--- src/rtl/ysyx_24080014_wbu_pkg.sv ---
`default_nettype none
// ============================================================================
//  Module   : ysyx_24080014_wbu_pkg
//  Brief    : Shared types and constants for the writeback unit: instruction
//             kinds, CSR control encodings, writable CSR addresses and the
//             writeback state encoding.
//  Revision : 1.0  initial release
// ============================================================================
package ysyx_24080014_wbu_pkg;

    // Instruction kind carried from EXU; unlisted codes behave as ALU
    typedef enum logic [2:0] {
        KIND_ALU   = 3'd0,
        KIND_LOAD  = 3'd1,
        KIND_CSR   = 3'd2,
        KIND_ECALL = 3'd3,
        KIND_MRET  = 3'd4
    } wbu_kind_e;

    // Control request towards the CSR block
    typedef enum logic [1:0] {
        CSR_CTL_NONE  = 2'b00,
        CSR_CTL_ECALL = 2'b01,
        CSR_CTL_MRET  = 2'b10
    } csr_ctl_e;

    // The only CSRs the register file implements
    localparam logic [11:0] c_CSR_MSTATUS = 12'h300;
    localparam logic [11:0] c_CSR_MTVEC   = 12'h305;
    localparam logic [11:0] c_CSR_MEPC    = 12'h341;
    localparam logic [11:0] c_CSR_MCAUSE  = 12'h342;

    // Writeback sequencing states
    typedef enum logic [1:0] {
        ST_IDLE        = 2'd0,
        ST_LOAD_WAIT   = 2'd1,
        ST_TRAP        = 2'd2,
        ST_TRAP_COMMIT = 2'd3
    } wbu_state_e;

    // True when the CSR block actually implements the addressed register
    function automatic logic csr_wr_allowed(input logic [11:0] addr);
        return (addr == c_CSR_MSTATUS) || (addr == c_CSR_MTVEC) ||
               (addr == c_CSR_MEPC)    || (addr == c_CSR_MCAUSE);
    endfunction

endpackage
`default_nettype wire

--- src/rtl/ysyx_24080014_wbu_perf.sv ---
`default_nettype none
// ============================================================================
//  Module   : ysyx_24080014_wbu_perf
//  Brief    : Free-running 64-bit performance counters for the writeback
//             unit: retired instructions and load-wait stall cycles.
//  Revision : 1.0  initial release
// ============================================================================
module ysyx_24080014_wbu_perf (
    input  logic        clk,
    input  logic        rst,
    input  logic        i_commit,
    input  logic        i_ld_wait,
    output logic [63:0] o_perf_commits,
    output logic [63:0] o_perf_ld_stall
);

    logic [63:0] r_commits_q;
    logic [63:0] w_commits_d;
    logic [63:0] r_ld_stall_q;
    logic [63:0] w_ld_stall_d;

    // Next counter values; natural 64-bit overflow gives the modulo wrap
    always_comb begin
        w_commits_d  = r_commits_q  + {63'd0, i_commit};
        w_ld_stall_d = r_ld_stall_q + {63'd0, i_ld_wait};
    end

    // Counter registers, cleared by reset
    always_ff @(posedge clk) begin
        if (rst) begin
            r_commits_q  <= '0;
            r_ld_stall_q <= '0;
        end else begin
            r_commits_q  <= w_commits_d;
            r_ld_stall_q <= w_ld_stall_d;
        end
    end

    assign o_perf_commits  = r_commits_q;
    assign o_perf_ld_stall = r_ld_stall_q;

endmodule
`default_nettype wire

--- src/rtl/ysyx_24080014_wbu.sv ---
`default_nettype none
// ============================================================================
//  Module   : ysyx_24080014_wbu
//  Brief    : Writeback unit. Accepts retired instructions from EXU, waits for
//             load data, drives GPR/CSR write ports and ecall/mret control,
//             and reports the committed PC and next PC to IFU.
//             Optional counters enabled by YSYX_24080014_WBU_PERF_EN.
//  Revision : 1.0  initial release
// ============================================================================
module ysyx_24080014_wbu
    import ysyx_24080014_wbu_pkg::*;
#(
    parameter int XLEN   = 32,
    parameter int KIND_W = 3
) (
    input  logic              clk,
    input  logic              rst,
    input  logic              in_valid,
    output logic              in_ready,
    input  logic [KIND_W-1:0] in_kind,
    input  logic [XLEN-1:0]   in_pc,
    input  logic [XLEN-1:0]   in_dnpc,
    input  logic [4:0]        in_rd,
    input  logic              in_wen,
    input  logic [XLEN-1:0]   in_wdata,
    input  logic [11:0]       in_csr_addr,
    input  logic [XLEN-1:0]   in_csr_wdata,
    input  logic              lsu_rvalid,
    input  logic [XLEN-1:0]   lsu_rdata,
    input  logic [XLEN-1:0]   trap_pc,
    output logic              reg_wen,
    output logic [4:0]        reg_rd,
    output logic [XLEN-1:0]   reg_wdata,
    output logic [1:0]        csr_ctl,
    output logic              csr_wen,
    output logic [11:0]       csr_waddr,
    output logic [XLEN-1:0]   csr_wdata,
    output logic              commit_valid,
    output logic [XLEN-1:0]   commit_pc,
    output logic [XLEN-1:0]   commit_dnpc,
    output logic [63:0]       perf_commits,
    output logic [63:0]       perf_ld_stall
);

    wbu_state_e        r_state_q, w_state_d;
    logic [4:0]        r_rd_q, w_rd_d;
    logic [XLEN-1:0]   r_pc_q, w_pc_d;
    logic [XLEN-1:0]   r_dnpc_q, w_dnpc_d;

    logic              r_reg_wen_q, w_reg_wen_d;
    logic [4:0]        r_reg_rd_q, w_reg_rd_d;
    logic [XLEN-1:0]   r_reg_wdata_q, w_reg_wdata_d;
    csr_ctl_e          r_csr_ctl_q, w_csr_ctl_d;
    logic              r_csr_wen_q, w_csr_wen_d;
    logic [11:0]       r_csr_waddr_q, w_csr_waddr_d;
    logic [XLEN-1:0]   r_csr_wdata_q, w_csr_wdata_d;
    logic              r_commit_valid_q, w_commit_valid_d;
    logic [XLEN-1:0]   r_commit_pc_q, w_commit_pc_d;
    logic [XLEN-1:0]   r_commit_dnpc_q, w_commit_dnpc_d;

    logic w_fire;
    logic w_is_load;
    logic w_is_csr;
    logic w_is_ecall;
    logic w_is_mret;
    logic w_alu_wen;

    assign in_ready   = (r_state_q == ST_IDLE);
    assign w_fire     = in_valid & in_ready;
    assign w_is_load  = (in_kind == KIND_W'(KIND_LOAD));
    assign w_is_csr   = (in_kind == KIND_W'(KIND_CSR));
    assign w_is_ecall = (in_kind == KIND_W'(KIND_ECALL));
    assign w_is_mret  = (in_kind == KIND_W'(KIND_MRET));
    // x0 is hard-wired zero, so its writes are dropped while the commit proceeds
    assign w_alu_wen  = in_wen & (in_rd != 5'd0);

    // Next-state and next-output computation; every output defaults to an idle 0
    always_comb begin
        w_state_d        = r_state_q;
        w_rd_d           = r_rd_q;
        w_pc_d           = r_pc_q;
        w_dnpc_d         = r_dnpc_q;
        w_reg_wen_d      = 1'b0;
        w_reg_rd_d       = '0;
        w_reg_wdata_d    = '0;
        w_csr_ctl_d      = CSR_CTL_NONE;
        w_csr_wen_d      = 1'b0;
        w_csr_waddr_d    = '0;
        w_csr_wdata_d    = '0;
        w_commit_valid_d = 1'b0;
        w_commit_pc_d    = '0;
        w_commit_dnpc_d  = '0;
        unique case (r_state_q)
            ST_IDLE: begin
                if (w_fire) begin
                    if (w_is_load) begin
                        w_state_d = ST_LOAD_WAIT;
                        w_rd_d    = in_rd;
                        w_pc_d    = in_pc;
                        w_dnpc_d  = in_dnpc;
                    end else if (w_is_ecall || w_is_mret) begin
                        w_state_d   = ST_TRAP;
                        w_pc_d      = in_pc;
                        w_csr_ctl_d = w_is_ecall ? CSR_CTL_ECALL : CSR_CTL_MRET;
                    end else begin
                        // ALU, CSR and unrecognised kinds retire immediately
                        w_reg_wen_d      = w_alu_wen;
                        w_reg_rd_d       = w_alu_wen ? in_rd : 5'd0;
                        w_reg_wdata_d    = w_alu_wen ? in_wdata : '0;
                        w_commit_valid_d = 1'b1;
                        w_commit_pc_d    = in_pc;
                        w_commit_dnpc_d  = in_dnpc;
                        if (w_is_csr && csr_wr_allowed(in_csr_addr)) begin
                            w_csr_wen_d   = 1'b1;
                            w_csr_waddr_d = in_csr_addr;
                            w_csr_wdata_d = in_csr_wdata;
                        end
                    end
                end
            end
            ST_LOAD_WAIT: begin
                if (lsu_rvalid) begin
                    w_state_d        = ST_IDLE;
                    w_reg_wen_d      = (r_rd_q != 5'd0);
                    w_reg_rd_d       = (r_rd_q != 5'd0) ? r_rd_q : 5'd0;
                    w_reg_wdata_d    = (r_rd_q != 5'd0) ? lsu_rdata : '0;
                    w_commit_valid_d = 1'b1;
                    w_commit_pc_d    = r_pc_q;
                    w_commit_dnpc_d  = r_dnpc_q;
                end
            end
            ST_TRAP: begin
                // csr_ctl was issued last cycle; the CSR block now presents its target
                w_state_d        = ST_TRAP_COMMIT;
                w_commit_valid_d = 1'b1;
                w_commit_pc_d    = r_pc_q;
                w_commit_dnpc_d  = trap_pc;
            end
            ST_TRAP_COMMIT: begin
                w_state_d = ST_IDLE;
            end
            default: begin
                w_state_d = ST_IDLE;
            end
        endcase
    end

    // State, latched instruction context and registered outputs
    always_ff @(posedge clk) begin
        if (rst) begin
            r_state_q        <= ST_IDLE;
            r_rd_q           <= '0;
            r_pc_q           <= '0;
            r_dnpc_q         <= '0;
            r_reg_wen_q      <= 1'b0;
            r_reg_rd_q       <= '0;
            r_reg_wdata_q    <= '0;
            r_csr_ctl_q      <= CSR_CTL_NONE;
            r_csr_wen_q      <= 1'b0;
            r_csr_waddr_q    <= '0;
            r_csr_wdata_q    <= '0;
            r_commit_valid_q <= 1'b0;
            r_commit_pc_q    <= '0;
            r_commit_dnpc_q  <= '0;
        end else begin
            r_state_q        <= w_state_d;
            r_rd_q           <= w_rd_d;
            r_pc_q           <= w_pc_d;
            r_dnpc_q         <= w_dnpc_d;
            r_reg_wen_q      <= w_reg_wen_d;
            r_reg_rd_q       <= w_reg_rd_d;
            r_reg_wdata_q    <= w_reg_wdata_d;
            r_csr_ctl_q      <= w_csr_ctl_d;
            r_csr_wen_q      <= w_csr_wen_d;
            r_csr_waddr_q    <= w_csr_waddr_d;
            r_csr_wdata_q    <= w_csr_wdata_d;
            r_commit_valid_q <= w_commit_valid_d;
            r_commit_pc_q    <= w_commit_pc_d;
            r_commit_dnpc_q  <= w_commit_dnpc_d;
        end
    end

    assign reg_wen      = r_reg_wen_q;
    assign reg_rd       = r_reg_rd_q;
    assign reg_wdata    = r_reg_wdata_q;
    assign csr_ctl      = r_csr_ctl_q;
    assign csr_wen      = r_csr_wen_q;
    assign csr_waddr    = r_csr_waddr_q;
    assign csr_wdata    = r_csr_wdata_q;
    assign commit_valid = r_commit_valid_q;
    assign commit_pc    = r_commit_pc_q;
    assign commit_dnpc  = r_commit_dnpc_q;

`ifdef YSYX_24080014_WBU_PERF_EN
    ysyx_24080014_wbu_perf u_perf (
        .clk             (clk),
        .rst             (rst),
        .i_commit        (r_commit_valid_q),
        .i_ld_wait       (r_state_q == ST_LOAD_WAIT),
        .o_perf_commits  (perf_commits),
        .o_perf_ld_stall (perf_ld_stall)
    );
`else
    assign perf_commits  = '0;
    assign perf_ld_stall = '0;
`endif

endmodule
`default_nettype wire

--- config.mk ---
export PLATFORM = sky130hd
export DESIGN_NAME = ysyx_24080014_wbu
export DESIGN_NICKNAME = d
export VERILOG_FILES = /design/src/rtl/ysyx_24080014_wbu_pkg.sv /design/src/rtl/ysyx_24080014_wbu_perf.sv /design/src/rtl/ysyx_24080014_wbu.sv
export SDC_FILE = /design/constraint.sdc
export NUM_CORES = 1
export LEC_CHECK = 0
export CAP_MARGIN = 20
export CORE_AREA = 2 2 191 193
export CTS_CLUSTER_SIZE = 40
export DETAILED_ROUTE_END_ITERATION = 8
export DIE_AREA = 0 0 193 195
export HOLD_SLACK_MARGIN = 0.12
export PLACE_DENSITY = 0.56
export SLEW_MARGIN = 20
export SYNTH_ARGS = -nofsm -noshare
export SYNTH_HDL_FRONTEND = slang
export SYNTH_SLANG_ARGS = --single-unit
--- constraint.sdc ---
create_clock -name clk -period 2.55 [get_ports clk]
set_input_delay 0.51 -clock clk [delete_from_list [all_inputs] [get_ports clk]]
set_output_delay 0.51 -clock clk [all_outputs]
set_load 0.03 [all_outputs]
==> results of run 1 <==
repair_timing:
action | 4_1_cts | 5_1_grt
gates resized for setup | 1 | 0
buffers inserted | 0 | 0
setup endpoints to repair | 1 | 0
power by group:
| group | leakage (nW) | switching [mW] | internal, mW |
|---|---|---|---|
| clock network | 0.407 | 1.47 | 2.04 |
| logic | 2.85 | 0.818 | 0.591 |
| registers | 1.79 | 0.0430 | 3.57 |
layer usage:
metal / global-route usage (%) / vias to the layer above
met3: 3.61 / 45
met2: 26.8 / 349
li1: - / 3631
met4: 5.30 / 2
met1: 17.0 / 3586
met5: 0 / -
stage by stage:
stage | TNS, ns | hold slack [ns]
after CTS | 0 | 0.379
after floorplan | 0 | 0.443
after detailed placement | -3.25 | 0.452
final | 0 | 0.408
after global routing | 0 | 0.397
after global placement | -2.32 | 0.450
sequential cells by signal, indices dropped and copies added, names as in the netlist:
register and cells:
commit_dnpc 32, csr_waddr 12, commit_pc 32, commit_valid 1, r_pc_q 32, reg_rd 5
reg_wen 1, r_rd_q 5, csr_wdata 32, reg_wdata 32, csr_ctl 2, csr_wen 1
r_dnpc_q 32, r_state_q 2
critical path, stage by stage, from the launching register on:
cell and delay [ns]:
dfxtp_1 0.31, buf_4 0.17, nor2_1 0.25, dlygate4sd2_1 0.54
Yosys cell counts (3+ instances only):
library cell  count  area (µm²)
a2111oi_0        23         201
a2111oi_2        12         180
a211oi_1          5        37.5
a21oi_1          38         190
a22o_1           37         324
a22oi_1          32         240
a32o_1           32         320
buf_2             7        35.0
buf_4           128         961
buf_6             3        33.8
clkbuf_1         64         240
dfxtp_1         221        4420
inv_1            37         139
mux2i_1          32         320
nand2_1           5        18.8
nand2b_1         66         413
nand3_1          38         190
nor2_1            3        11.3
nor2b_1           3        18.8
nor3b_1           3        22.5
o21ai_0          38         190
o2bb2ai_1        32         280
or3b_2            3        26.3
worst max path at each step:
| stage | start | to | cells after the start |
|---|---|---|---|
| after global placement | in_valid | csr_wdata[21] | 5 |
| final | r_state_q[0] | in_ready | 3 |
| after floorplan | rst | csr_waddr[0] | 5 |
| after global routing | r_state_q[0] | in_ready | 3 |
| after CTS | r_state_q[0] | in_ready | 3 |
| after detailed placement | in_valid | csr_wdata[10] | 5 |
cells by family (layout without fill, tap and decap cells):
logic type             after synthesis  count (layout)  share of synthesized area, %
buffers and inverters              242             478                          15.8
and+or+nand+nor                    132             132                          8.81
muxes                               33              33                          3.67
other                                1             135                        0.0415
DFF                                221             221                          48.9
AOI/OAI and AO/OA                  258             258                          22.7
area by class of cell:
type / count / share of cell area (%)
Clock inverter: 8 / 0.429
Tap cell: 461 / 4.21
Antenna cell: 1 / 0.0183
Timing Repair Buffer: 397 / 29.3
Inverter: 37 / 1.01
Clock buffer: 36 / 5.45
Multi-Input combinational cell: 557 / 27.2
Sequential cell: 221 / 32.3
cells in the final DEF, fill, tap and decap left out, types with 21 or more instances in the layout:
| cell | n |
|---|---|
| clkdlybuf4s50_1 | 365 |
| dfxtp_1 | 221 |
| conb_1 | 134 |
| nand2b_1 | 66 |
| nand3_1 | 38 |
| o21ai_0 | 38 |
| a21oi_1 | 37 |
| inv_1 | 37 |
| a22o_1 | 37 |
| mux2i_1 | 32 |
| a22oi_1 | 32 |
| o2bb2ai_1 | 32 |
| a32o_1 | 32 |
| clkbuf_16 | 25 |
| a2111oi_0 | 23 |
| buf_4 | 21 |
==> flow_summary.ini, run 1 <==
[timing]
fin_worst_skew_ns = 0.0140
finalHoldViolCount = 0
rsz0062_at_grt = false
drv_slew = 0
fmax_ghz = 0.434
relSlewSlack_pct = 42.4
period_share_pct = 90.3
layout_min_cycle_time_ns = 2.30
worst_slew_pin_slew_ns = 0.864
finalWorstSetupSlack_ns = 0.247
setup-violations-final = 0

[pwr]
power.leakage_nw = 5.05
peakVddDrop_uv = 450
finalPower_mw = 8.53
powerDensity_nw_per_um2 = 622

[worst_setup_path]
required_ns = 2.04
worst-path-max-fanout = 10
r2r-end = csr_wdata[10]
rr_worst_depth = 4
worst-r2r-setup-slack_ns = 0.43
end_kind = output pin
worstReg2RegStart = r_state_q[0]
crit_arrival_ns = 1.79
cp-start-kind = register
critPathKind = register to output pin

[grt]
grt_max_degree = 74
antenna_found_initial = 2
grt_usage_pct = 14.9
overflow = 0
grt_pass1_vias = 7313
grt_pass1_wl_mm = 43.5

[yosys]
synth.distinct_cells = 42
synth_enable_flop_cells = 0
syn_area_per_cell_um2 = 10.2
ys.flop_type = dfxtp_1
synth_area_um2 = 9040
yosysSeqAreaShare_pct = 48.9
synth_seq_cells = 221
syn_inst = 887
yosys_warnings = 0
async_flop_share_pct = 0

[cts]
path_clk_slew_ns = 0.06
clk_latency_ns = 0.54
cts_tree = done
cts_hold_buf = 0
cts-buffers-inserted = 25
cts_max_path_buffers = 3
clock-sinks = 221
ctsHtreeMaxLevel = 1
root_buffer = clkbuf_16

[finish]
drive_gt1_share_pct = 7.88
multi_input_area_um2 = 3730
final.fill_count = 3526
finalNonFillerCells = 1718
ff_latch_area_um2 = 4420
fin_util_pct = 38.7
syn_to_final_growth_pct = 51.5
final_cell_area_um2 = 13700
nets = 1456

[place]
dp.cells = 1673
dp_slack_ns = -0.217
dp_hpwl_mm = 21.1
place_area_um2 = 12900
port_buffers = 367
gp_congestion = 0.721

[floorplanning]
rows = 69
coreArea_um2 = 35400
die_width_um = 193
dieArea_um2 = 37600
ios = 496
start_util_pct = 25.5
die_h_um = 195

[worst_hold_path]
worstHoldStart = rst
min_path_type = input pin to register
hold-path-endpoint = csr_ctl[1]
holdPathStages = 4

[detailed_routing]
drt-total-wl_mm = 30.4
vias = 7613
route.met3.wl_mm = 2.65
drtIter0Drc = 303
ant_nets = 0
drc_errors = 0
vias_per_cell = 4.43
top_layer = met5
wl_per_cell_um = 17.7
met2_length_mm = 15.1
wl_met1_mm = 11.8
drtPass1Iterations = 4

[outcome]
outcome = complete, no violations

[job]
maxCapViolCount = 0
No activity file was read; power rests on OpenSTA's default activity.
==> inputs of run 2 (changes only) <==
CORE_AREA = 3 3 190 192   (was 2 2 191 193)
CTS_CLUSTER_DIAMETER = 40   (was not set)
PLACE_DENSITY = 0.57   (was 0.56)
clock period = 2.75 ns   (was 2.55 ns; I/O delays follow)
==> run 2 against run 1 <==
  * Global-route usage up 0.63 points
  * Register-to-register slack improved by 0.22 ns
  * Sequential share of layout area shrank 1.1 points
  * Critical path depth stayed put
  * Sequential cell count unchanged
  * Largest cell class unchanged
==> flow_summary.ini, run 2 (synthesized netlist as in run 1, its figures left out) <==
[detailed_routing]
wl_per_cell_um = 18.1
drtIter0Drc = 314
ant_nets = 0
drtPass1Iterations = 4
drc_errors = 0
vias_per_cell = 4.48
vias = 7764
drt-total-wl_mm = 31.4

[finish]
final.fill_count = 3368
final_common_cell = clkdlybuf4s50_1
syn_to_final_growth_pct = 56.6
drive_gt1_share_pct = 9.32
nets = 1465
final_cell_mix = 366 x clkdlybuf4s50_1, 221 x dfxtp_1, 134 x conb_1
final_cell_area_um2 = 14200
diodes = 0
finalNonFillerCells = 1732

[worst_setup_path]
cp_slowest_cell = clkdlybuf4s50_1
required_ns = 2.20
critPathTopFamily = buffers and inverters
crit_chain = buf_4 -> nor2_1 -> clkdlybuf4s50_1
worst-path-max-fanout = 8
end_kind = output pin
cp-start-kind = register
critical_path_buf_inv_count = 2
critPathKind = register to output pin
slowest_delay_ns = 0.80
crit_arrival_ns = 2.08

[grt]
grt_pass1_wl_mm = 45.3
antenna_found_initial = 1
grt_usage_pct = 15.5
grt_max_degree = 76
grt_pass1_vias = 7517
overflow = 0

[floorplanning]
die_h_um = 195
coreArea_um2 = 34500
start_util_pct = 26.2
dieArea_um2 = 37600
die_width_um = 193
ios = 496
rows = 68

[timing]
finalHoldViolCount = 0
layout_min_cycle_time_ns = 2.63
relSlewSlack_pct = 40.6
drv_slew = 0
fmax_ghz = 0.380
setup-violations-final = 0
rsz0062_at_grt = false
period_share_pct = 95.8
setup_tns_ns = 0
fin_worst_skew_ns = 0.0193
worst_slew_pin_slew_ns = 0.892

[place]
port_buffers = 367
gp_congestion = 0.724
dp_hpwl_mm = 21.3
dp.cells = 1663
place_area_um2 = 12800

[worst_hold_path]
min_path_type = register to register

[cts]
ctsResizeCount = 0
post_cts_buffers = 0
cts_tree = done
ctsHtreeMaxLevel = 2
clk_latency_ns = 0.51
cts-buffers-inserted = 38
clock-sinks = 221
cts_max_path_buffers = 3
cts_hold_buf = 0
path_clk_slew_ns = 0.05
root_buffer = clkbuf_16

[pwr]
powerDensity_nw_per_um2 = 682
peakVddDrop_uv = 378
power.leakage_nw = 5.26
finalPower_mw = 9.66

[job]
maxCapViolCount = 0

[outcome]
outcome = complete, no violations
[run 2: cell types whose count changed in the layout (fill, tap and decap cells not counted)]
cell             previous run  this run
clkdlybuf4s50_1           365       366
inv_8                       0         1
dlygate4sd2_1               1         0
clkinv_8                    0         1
inv_16                      1         0
clkbuf_16                  25        39
buf_12                     10         6
clkinv_2                    6         2
clkbuf_1                    3         4
bufinv_16                   0         6
inv_6                       0         8
clkinvlp_4                  0         4
clkbuf_8                    8         3
diode_2                     1         0
[run 2: worst reg2reg max path: stages, from the launching register on]
cell       delay [ns]
dfxtp_1          0.34
or4b_4           0.54
or4_4            0.54
buf_12           0.20
a2111oi_0        0.36
[run 2: layout make-up]
cell class | instances | area, µm² | share of cell area (%)
well taps | 455 | 569 | 4.02
clock buffers | 46 | 1030 | 7.29
flip-flops and latches | 221 | 4420 | 31.2
clock inverters | 23 | 327 | 2.31
repair buffers | 393 | 3940 | 27.8
inverters | 37 | 139 | 0.981
multi-input cells | 557 | 3730 | 26.3
[run 2: per-stage QoR]
stage | worst slack (ns) | util [%] | hold slack, ns
2_1_floorplan | 0.491 | - | 0.443
3_5_place_dp | 0.0234 | 37.1 | 0.455
6_report | 0.115 | 41.0 | 0.460
4_1_cts | 0.0769 | 41.0 | 0.457
5_1_grt | 0.0400 | 41.0 | 0.476
3_3_place_gp | 0.0486 | 37.1 | 0.452
[run 2: power by group]
part	internal (mW)	switching, mW	total, mW
logic	0.536	0.756	1.29
registers	3.31	0.0395	3.35
clock network	3.29	1.73	5.02
[run 2: worst paths after layout]
path | start | endpoint | slack (ns) | depth (start not counted)
setup reg to reg | r_state_q[0] | csr_wdata[22] | 0.65 | 4
hold reg to reg | r_pc_q[17] | commit_pc[17] | 0.46 | 1
hold / removal | r_pc_q[17] | commit_pc[17] | 0.46 | 1
setup / recovery | r_state_q[0] | in_ready | 0.12 | 3
[run 2: layer usage]
metal	routed length [µm]	part of all wire (%)	global-route usage, %	vias to the layer above
li1	-	-	-	3660
met1	11700	37	17.4	3689
met3	3220	10	5.21	47
met4	682	2.2	4.80	0
met2	15800	50	27.7	368
met5	0	0	0	-
==> inputs of run 3 (changes only) <==
CORE_AREA = 3 3 192 194   (was 3 3 190 192)
DIE_AREA = 0 0 195 197   (was 0 0 193 195)
PLACE_DENSITY = 0.56   (was 0.57)
SLEW_MARGIN = 25   (was 20)
clock period = 2.55 ns   (was 2.75 ns; I/O delays follow)
==> run 3 against run 2 <==
  * Global-route usage is 0.28 points higher
  * Non-clock buffer count is 9 higher
  * Core utilization is 0.30 points lower
  * Sequential cell count stayed put
  * Clock-buffer cell count is 5 lower
  * Combinational power is 12% higher
  * Cell area is 1.7% higher
  * Wire length is 2.3% higher
  * First-iteration DRC count is 1.3% higher
  * Total power is 12% higher
  * Sequential power is 7.8% higher
==> flow_summary.ini, run 3 (synthesized netlist as in run 1, its figures left out) <==
[grt]
grt_max_degree = 81
grt_pass1_vias = 7845
grt_pass1_wl_mm = 47.4
grt_usage_pct = 15.8
overflow = 0
antenna_found_initial = 1

[place]
gp_congestion = 0.739
dp.cells = 1678
dp_hpwl_mm = 22.1
port_buffers = 367

[timing]
period_share_pct = 90.4
setup_tns_ns = 0
finalHoldViolCount = 0
relSlewSlack_pct = 42.7
fmax_ghz = 0.434
worst_slew_pin_slew_ns = 0.859
fin_worst_skew_ns = 0.0151
drv_slew = 0
setup-violations-final = 0
layout_min_cycle_time_ns = 2.31
rsz0062_at_grt = false

[detailed_routing]
drtIter0Drc = 318
drc_errors = 0
wl_per_cell_um = 18.4
ant_nets = 0
drtPass1Iterations = 5
vias_per_cell = 4.46
drt-total-wl_mm = 32.2
vias = 7802

[worst_setup_path]
crit_chain = clkdlybuf4s50_1 -> or4b_4 -> or4_4 -> buf_12 -> a2111oi_0
cp-start-kind = input pin
cp_slowest_cell = clkdlybuf4s50_1
critPathTopFamily = simple AND/OR/NAND/NOR gates
end_kind = register
worst-path-max-fanout = 39
critical_path_buf_inv_count = 2
required_ns = 2.94
crit_arrival_ns = 2.69
slowest_delay_ns = 0.54
critPathKind = input pin to register

[pwr]
switching_share_pct = 26.2
finalPower_mw = 10.8
power.leakage_nw = 5.38
p_comb_share_pct = 13.3
switchingPower_mw = 2.83
peakVddDrop_uv = 497
p_seq_share_pct = 33.5
internal_power_mw = 7.97
pwr-share-clk_pct = 53.2
powerDensity_nw_per_um2 = 749

[floorplanning]
rows = 69
dieArea_um2 = 38400
die_width_um = 195
coreArea_um2 = 35400
ios = 496
start_util_pct = 25.5
die_h_um = 197

[job]
maxCapViolCount = 0

[finish]
nets = 1475
multi_input_area_um2 = 3730
final_cell_mix = 365 x clkdlybuf4s50_1, 221 x dfxtp_1, 134 x conb_1
finalNonFillerCells = 1750
ff_latch_area_um2 = 4420
drive_gt1_share_pct = 10.2
final_common_cell = clkdlybuf4s50_1
final.fill_count = 3471
syn_to_final_growth_pct = 59.3

[cts]
path_clk_slew_ns = 0.05
ctsHtreeMaxLevel = 2
clock-sinks = 221
post_cts_buffers = 0
root_buffer = clkbuf_16
cts_max_path_buffers = 3
cts-buffers-inserted = 39
clk_latency_ns = 0.53
cts_tree = done

[worst_hold_path]
min_path_type = input pin to register

[outcome]
outcome = complete, no violations
run 3: cell type report:
cell class,instances,area share [%]
Antenna cell,1,0.0174
Clock buffer,41,6.83
Clock inverter,30,3.16
Inverter,37,0.964
Multi-Input combinational cell,557,25.9
Sequential cell,221,30.7
Tap cell,461,4.00
Timing Repair Buffer,402,28.4
run 3: power by group through the flow:
stage                     combinational, mW  clock, mW  sequential [mW]
after floorplan                       0.725          0             3.83
after detailed placement               1.44          0             3.69
final                                  1.44       5.74             3.61
after global routing                   1.52       6.05             3.62
after CTS                              1.45       5.89             3.62
after global placement                 1.44          0             3.68
run 3: path summary, 6_finish.rpt:
path,startpoint,end,slack [ns],cells past startpoint
min,rst,r_pc_q[8],0.31,3
max reg2reg,r_state_q[0],csr_wdata[23],0.39,4
min reg2reg,r_pc_q[19],commit_pc[19],0.45,1
max,in_valid,csr_wdata[23],0.24,5
run 3: worst min-delay path, stage by stage:
cell and delay [ns]:
buf_4 0.10, nand2b_1 0.09, mux2i_1 0.06
run 3: stage by stage:
stage / utilization, % / cell area [µm²] / hold WS, ns / setup slack (ns)
after floorplan: - / 9540 / 0.443 / 0.331
after global placement: 36.6 / 13000 / 0.452 / -0.191
after detailed placement: 36.6 / 13000 / 0.457 / -0.270
after CTS: 40.7 / 14400 / 0.263 / 0.197
after global routing: 40.7 / 14400 / 0.291 / 0.128
final: 40.7 / 14400 / 0.305 / 0.245
run 3: timing repair:
item	4_1_cts	5_1_grt
hold buffers	0	0
gates resized for setup	1	0
endpoints found under the hold margin	0	0
setup endpoints to repair	1	0
run 3: layer usage:
layer / up-vias / part of all wire [%] / GRT usage (%)
li1: 3697 / - / -
met1: 3676 / 40 / 18.5
met2: 388 / 49 / 27.3
met3: 41 / 8.8 / 4.77
met4: 0 / 2.5 / 5.97
met5: - / 0 / 0
